==> src/rtl/muldiv_pkg.sv <==
// Shared types and helpers for the RV32M multiply/divide sequencer.
// Contents: FSM state enum, the eight M-extension Funct3 codes, and the
// predicates that pick divide vs multiply and operand signedness.
package muldiv_pkg;

    typedef enum logic [1:0] {
        IDLE = 2'd0,
        CALC = 2'd1,
        DONE = 2'd2
    } state_t;

    localparam logic [2:0] F3_MUL    = 3'b000;
    localparam logic [2:0] F3_MULH   = 3'b001;
    localparam logic [2:0] F3_MULHSU = 3'b010;
    localparam logic [2:0] F3_MULHU  = 3'b011;
    localparam logic [2:0] F3_DIV    = 3'b100;
    localparam logic [2:0] F3_DIVU   = 3'b101;
    localparam logic [2:0] F3_REM    = 3'b110;
    localparam logic [2:0] F3_REMU   = 3'b111;

    // Divide/remainder ops all have Funct3[2] set.
    function automatic logic is_div(input logic [2:0] f);
        return f[2];
    endfunction

    // rs1 is treated as signed for MUL, MULH, MULHSU, DIV and REM.
    function automatic logic is_signed_a(input logic [2:0] f);
        return (f == F3_MUL) || (f == F3_MULH) || (f == F3_MULHSU) ||
               (f == F3_DIV) || (f == F3_REM);
    endfunction

    // rs2 is treated as signed for MUL, MULH, DIV and REM.
    function automatic logic is_signed_b(input logic [2:0] f);
        return (f == F3_MUL) || (f == F3_MULH) ||
               (f == F3_DIV) || (f == F3_REM);
    endfunction

endpackage

==> src/rtl/muldiv_sequencer.sv <==
// Multi-cycle RV32M multiply/divide sequencer.
// Captures operands on start, runs WIDTH radix-2 iterations (shift-add
// multiply or restoring divide) on magnitudes, then applies sign fix-up and
// divide-by-zero override on the edge leaving CALC.
// Ports:
//   clk, reset        - rising-edge clock, async active-high reset
//   start, Funct3     - request and M-extension op code (sampled in IDLE/DONE)
//   SrcA, SrcB        - rs1 / rs2 operand values
//   flush             - synchronous abort back to IDLE, Result untouched
//   busy              - high while iterating (CALC)
//   done              - one-cycle pulse when Result is valid
//   Result            - registered result, held until the next accepted op
module muldiv_sequencer
    import muldiv_pkg::*;
#(
    parameter int unsigned WIDTH = 32
) (
    input  logic             clk,
    input  logic             reset,
    input  logic             start,
    input  logic [2:0]       Funct3,
    input  logic [WIDTH-1:0] SrcA,
    input  logic [WIDTH-1:0] SrcB,
    input  logic             flush,
    output logic             busy,
    output logic             done,
    output logic [WIDTH-1:0] Result
);

    localparam int unsigned W2 = 2 * WIDTH;

    state_t             state_q,    state_d;
    logic [WIDTH-1:0]   count_q,    count_d;
    logic [2:0]         op_q,       op_d;
    logic               sign_a_q,   sign_a_d;
    logic               sign_b_q,   sign_b_d;
    logic               div_zero_q, div_zero_d;
    logic [WIDTH-1:0]   raw_a_q,    raw_a_d;
    logic [WIDTH-1:0]   opnd_q,     opnd_d;     // |multiplicand| or |divisor|
    logic [WIDTH-1:0]   acc_hi_q,   acc_hi_d;   // product high / partial remainder
    logic [WIDTH-1:0]   acc_lo_q,   acc_lo_d;   // multiplier / dividend -> quotient
    logic               busy_q,     busy_d;
    logic               done_q,     done_d;
    logic [WIDTH-1:0]   result_q,   result_d;

    logic               sa, sb;
    logic [WIDTH-1:0]   abs_a, abs_b;
    logic [WIDTH:0]     mul_sum;
    logic [WIDTH:0]     div_shift;
    logic [WIDTH:0]     div_trial;
    logic [W2-1:0]      prod;
    logic [W2-1:0]      prod_fix;
    logic [WIDTH-1:0]   quo_fix;
    logic [WIDTH-1:0]   rem_fix;

    // Next-state, operand capture, iteration step and final fix-up.
    always_comb begin
        state_d    = state_q;
        count_d    = count_q;
        op_d       = op_q;
        sign_a_d   = sign_a_q;
        sign_b_d   = sign_b_q;
        div_zero_d = div_zero_q;
        raw_a_d    = raw_a_q;
        opnd_d     = opnd_q;
        acc_hi_d   = acc_hi_q;
        acc_lo_d   = acc_lo_q;
        result_d   = result_q;

        sa    = is_signed_a(Funct3) & SrcA[WIDTH-1];
        sb    = is_signed_b(Funct3) & SrcB[WIDTH-1];
        abs_a = sa ? (~SrcA + WIDTH'(1)) : SrcA;
        abs_b = sb ? (~SrcB + WIDTH'(1)) : SrcB;

        // Multiply step: conditional add then shift the whole accumulator right.
        mul_sum = {1'b0, acc_hi_q} + (acc_lo_q[0] ? {1'b0, opnd_q} : '0);
        // Restoring divide step: shift in next dividend bit, trial subtract.
        div_shift = {acc_hi_q, acc_lo_q[WIDTH-1]};
        div_trial = div_shift - {1'b0, opnd_q};

        prod     = '0;
        prod_fix = '0;
        quo_fix  = '0;
        rem_fix  = '0;

        if (flush) begin
            state_d = IDLE;
        end else begin
            case (state_q)
                IDLE, DONE: begin
                    if (start) begin
                        state_d    = CALC;
                        count_d    = '0;
                        op_d       = Funct3;
                        sign_a_d   = sa;
                        sign_b_d   = sb;
                        div_zero_d = (SrcB == '0);
                        raw_a_d    = SrcA;
                        acc_hi_d   = '0;
                        opnd_d     = is_div(Funct3) ? abs_b : abs_a;
                        acc_lo_d   = is_div(Funct3) ? abs_a : abs_b;
                    end else begin
                        state_d = IDLE;
                    end
                end
                CALC: begin
                    count_d = count_q + WIDTH'(1);
                    if (is_div(op_q)) begin
                        acc_hi_d = div_trial[WIDTH] ? div_shift[WIDTH-1:0]
                                                    : div_trial[WIDTH-1:0];
                        acc_lo_d = {acc_lo_q[WIDTH-2:0], ~div_trial[WIDTH]};
                    end else begin
                        acc_hi_d = mul_sum[WIDTH:1];
                        acc_lo_d = {mul_sum[0], acc_lo_q[WIDTH-1:1]};
                    end

                    // Last iteration: sign fix-up and zero-divisor override.
                    prod     = {acc_hi_d, acc_lo_d};
                    prod_fix = (sign_a_q ^ sign_b_q) ? (~prod + W2'(1)) : prod;
                    quo_fix  = (sign_a_q ^ sign_b_q) ? (~acc_lo_d + WIDTH'(1)) : acc_lo_d;
                    rem_fix  = sign_a_q ? (~acc_hi_d + WIDTH'(1)) : acc_hi_d;
                    if (div_zero_q) begin
                        quo_fix = '1;
                        rem_fix = raw_a_q;
                    end

                    if (count_q == WIDTH'(WIDTH - 1)) begin
                        state_d = DONE;
                        if (is_div(op_q)) begin
                            result_d = op_q[1] ? rem_fix : quo_fix;
                        end else begin
                            result_d = (op_q == F3_MUL) ? prod_fix[WIDTH-1:0]
                                                        : prod_fix[W2-1:WIDTH];
                        end
                    end
                end
                default: state_d = IDLE;
            endcase
        end

        busy_d = (state_d == CALC);
        done_d = (state_d == DONE);
    end

    // State and datapath registers.
    always_ff @(posedge clk or posedge reset) begin
        if (reset) begin
            state_q    <= IDLE;
            count_q    <= '0;
            op_q       <= '0;
            sign_a_q   <= 1'b0;
            sign_b_q   <= 1'b0;
            div_zero_q <= 1'b0;
            raw_a_q    <= '0;
            opnd_q     <= '0;
            acc_hi_q   <= '0;
            acc_lo_q   <= '0;
            busy_q     <= 1'b0;
            done_q     <= 1'b0;
            result_q   <= '0;
        end else begin
            state_q    <= state_d;
            count_q    <= count_d;
            op_q       <= op_d;
            sign_a_q   <= sign_a_d;
            sign_b_q   <= sign_b_d;
            div_zero_q <= div_zero_d;
            raw_a_q    <= raw_a_d;
            opnd_q     <= opnd_d;
            acc_hi_q   <= acc_hi_d;
            acc_lo_q   <= acc_lo_d;
            busy_q     <= busy_d;
            done_q     <= done_d;
            result_q   <= result_d;
        end
    end

    assign busy   = busy_q;
    assign done   = done_q;
    assign Result = result_q;

endmodule
==> config.mk <==
export PLATFORM = sky130hd
export DESIGN_NAME = muldiv_sequencer
export DESIGN_NICKNAME = d
export VERILOG_FILES = /design/src/rtl/muldiv_pkg.sv /design/src/rtl/muldiv_sequencer.sv
export SDC_FILE = /design/constraint.sdc
export NUM_CORES = 1
export LEC_CHECK = 0
export CAP_MARGIN = 0
export CORE_ASPECT_RATIO = 1.25
export CORE_UTILIZATION = 47
export DETAILED_ROUTE_END_ITERATION = 8
export GPL_TIMING_DRIVEN = 0
export PLACE_DENSITY = 0.61
export SYNTH_ARGS = -nofsm -noshare
export SYNTH_HDL_FRONTEND = slang
export SYNTH_SLANG_ARGS = --single-unit
export TNS_END_PERCENT = 20
==> constraint.sdc <==
create_clock -name clk -period 9.9 [get_ports clk]
set_input_delay 2.97 -clock clk [delete_from_list [all_inputs] [get_ports clk]]
set_output_delay 2.97 -clock clk [all_outputs]
set_load 0.005 [all_outputs]
==> qor.csv <==
metric;value;unit
antenna_found_initial;8;
grt.total_usage;0.4318;
dieArea;40300;um^2
wl;88080;um
cpPeakStageDelay;800;ps
syn_nets;2610;
htree_levels;1;
cts_resized;0;
crit_type;reg -> reg;
crit_fanout;10;
hold_class;reg -> reg;
maxCapViolCount;1;
initial_utilization;0.4757;
place.gp.congestion;1.076;
worstSetupEndpointType;register;
ys_seq_elements;202;
fp.dieH;224.2;um
max_freq;0.1178;GHz
fill_cells;3810;
io_buffers;104;
skew;23.00;ps
dpl_cell_area;20270;um^2
numCtsBuffers;25;
final_cells;3118;
drc;0;
worst_pin_slew;1487;ps
drive_gt1_frac;0.04203;
synth_ff_type;dfrtp_1;
grt-ovfl-total;0;
r2r_slack;1410;ps
yosysWarningCount;0;
drt_iter0_drc;2228;
grt_max_degree;125;
vias;20830;
numPlacedInstances;3072;
maxSlewHeadroom;0.001623;
core;39020;um^2
seq_area_frac_synth;0.2723;
crit_chain;buf_2, clkbuf_1, clkbuf_1, buf_1, clkbuf_1, buf_2, buf_1, buf_1, a21oi_1, inv_1, ha_1, inv_1, a211oi_1, o21ai_1, or4_1, clkbuf_2, o21ai_0, xor2_1, o41ai_1, o21bai_1;
via_per_inst;6.679;
syn2layout_area_growth;13.58;%
cts.sink_count;202;
fin_setup_tns;0;ps
peakVddDrop;0.1392;mV
maxSlewViolCount;0;
crit_required;10370;ps
fin_nets;2743;
cp.arrival;8960;ps
post-route-min-period;8489;ps
cp-start-kind;register;
finalCritPeriodShare;0.8575;
row_count;81;
async_flop_share;1.000;
die_w;179.7;um
setup_violations;0;
grt_pass1_wl;128500;um
postCtsHoldBufs;0;
postCtsSetupRepairBufs;0;
first_pass_iters;8;
clockBufferDepth;3;
ios;105;
synth_area;18560;um^2
insertion_delay;590;ps
status;finished, violations left;
grt_pass1_vias;20010;
clkTransAtPathRegs;60;ps
hold_viol;0;
power.density;270.8;nW/um^2
detail_route.wl_per_cell;28.25;um
cts_root_buffer;clkbuf_16;
path_buf_inv;11;
p_leak;8.702;nW
synth_edf_count;0;
avgSynthCellArea;7.521;um^2
crit_path_top_delay_cell;buf_1;
dpl.hpwl;70390;um
crit_family;buffers and inverters;
ant_nets;0;
design_area;21080;um^2
rsz0062_at_grt;no;
syn_inst;2468;
ys_types;94;
cts_tree;done;
violations;max-capacitance violations;
[final timing paths]
| path | start | to | depth (start not counted) |
|---|---|---|---|
| max in group asynchronous | reset | count_q[17]$_DFFE_PP0P_ | 3 |
| min | Result[2]$_DFFE_PP0P_ | Result[2]$_DFFE_PP0P_ | 1 |
| max | op_q[2]$_DFFE_PP0P_ | Result[22]$_DFFE_PP0P_ | 20 |
| max reg2reg | op_q[2]$_DFFE_PP0P_ | Result[22]$_DFFE_PP0P_ | 20 |
| min in group asynchronous | reset | raw_a_q[21]$_DFFE_PP0P_ | 2 |
| min reg2reg | Result[2]$_DFFE_PP0P_ | Result[2]$_DFFE_PP0P_ | 1 |
[sequential cells by signal, summed over array words and instances, names as in the netlist, 2 cells and up]
register	count
op_q	3
state_q	2
Result	32
raw_a_q	32
count_q	32
acc_hi_q	32
acc_lo_q	32
opnd_q	32
[synth_stat cells (8+ instances only)]
master      n  area share
o221ai_1   36       0.017
nand3_1    32      0.0086
a311oi_1    9      0.0042
inv_1      60       0.012
o21bai_1    9      0.0036
xor2_1     92       0.043
a22o_1     17      0.0080
o21ai_0   210       0.057
o21a_1     19      0.0077
a21oi_1   177       0.048
buf_1      24      0.0049
clkbuf_1  105       0.021
nor4_1     25      0.0084
nor2_1    229       0.046
and4_1      9      0.0042
mux2i_1    48       0.026
nand2_1   398       0.080
and3_1     23      0.0078
or4_1      10      0.0040
nor3_1     62       0.017
a211oi_1   30       0.012
o41ai_1    13      0.0061
nand2b_1   19      0.0064
a21o_1     21      0.0085
and2_1     54       0.018
a221oi_1    8      0.0038
xnor2_1   109       0.051
dfrtp_1   202        0.27
or3_1      21      0.0071
nor2b_1    12      0.0040
a31oi_1    31       0.010
o211ai_1   46       0.019
o21ai_1     9      0.0024
or2_2      11      0.0037
ha_1       69       0.047
o31ai_1    41       0.017
nand4_1    27      0.0091
buf_2      10      0.0027
[area by class of cell]
type                            count  area, um^2  share of cell area
Clock inverter                     10       117.6            0.005579
Timing Repair Buffer              106        1074             0.05092
Tap cell                          498       623.1             0.02955
Antenna cell                        3       7.507           0.0003561
Inverter                           63       244.0             0.01157
Multi-Input combinational cell   2057       12690              0.6018
Sequential cell                   202        5055              0.2398
Buffer                            146       589.3             0.02795
Clock buffer                       33       685.7             0.03252
[through the flow]
stage	power, mW	hold WS (ps)	worst slack (ps)	util
after floorplan	3.318	440.3	1419	-
after global placement	4.541	462.7	-1354	0.5184
after detailed placement	4.570	469.0	1758	0.5194
after CTS	5.518	483.7	1754	0.5400
after global routing	5.926	504.2	1285	0.5401
final	5.710	483.3	1411	0.5403
[cells in the final DEF, fill, tap and decap left out, types with 30 or more instances in the layout]
cell / synthesis / layout
nand2_1: 398 / 398
nor2_1: 229 / 229
o21ai_0: 210 / 210
dfrtp_1: 202 / 202
a21oi_1: 177 / 177
clkbuf_1: 105 / 110
xnor2_1: 109 / 109
clkdlybuf4s50_1: 0 / 104
xor2_1: 92 / 92
ha_1: 69 / 69
nor3_1: 62 / 61
inv_1: 60 / 59
and2_1: 54 / 54
mux2i_1: 48 / 48
o211ai_1: 46 / 46
o31ai_1: 41 / 41
o221ai_1: 36 / 36
nand3_1: 32 / 32
a31oi_1: 31 / 31
a211oi_1: 30 / 30
[routing by layer]
metal,vias up,track usage,wire (um)
met3,369,0.09543,8432
li1,9221,-,-
met4,4,0.3382,8076
met5,-,0,60
met1,9963,0.5084,33070
met2,1268,0.6848,38440
[cells by family (layout without fill, tap and decap cells)]
kind of cell / after synthesis / after routing / synth area share
AND/OR/NAND/NOR: 959 / 959 / 0.2391
XOR/XNOR: 201 / 201 / 0.09484
multiplexers: 54 / 54 / 0.02952
flip-flops: 202 / 202 / 0.2723
other: 0 / 3 / 0
buffers and inverters: 209 / 358 / 0.04449
AO/OA/AOI/OAI: 772 / 772 / 0.2711
adder cells (fa/ha/maj): 71 / 71 / 0.04867
[report_power, final]
group	total, mW	switching [mW]	internal [mW]
Combinational	3.61	2.49	1.12
Clock	0.949	0.410	0.539
Sequential	1.15	0.192	0.960
(Power assumes the default switching activity.)
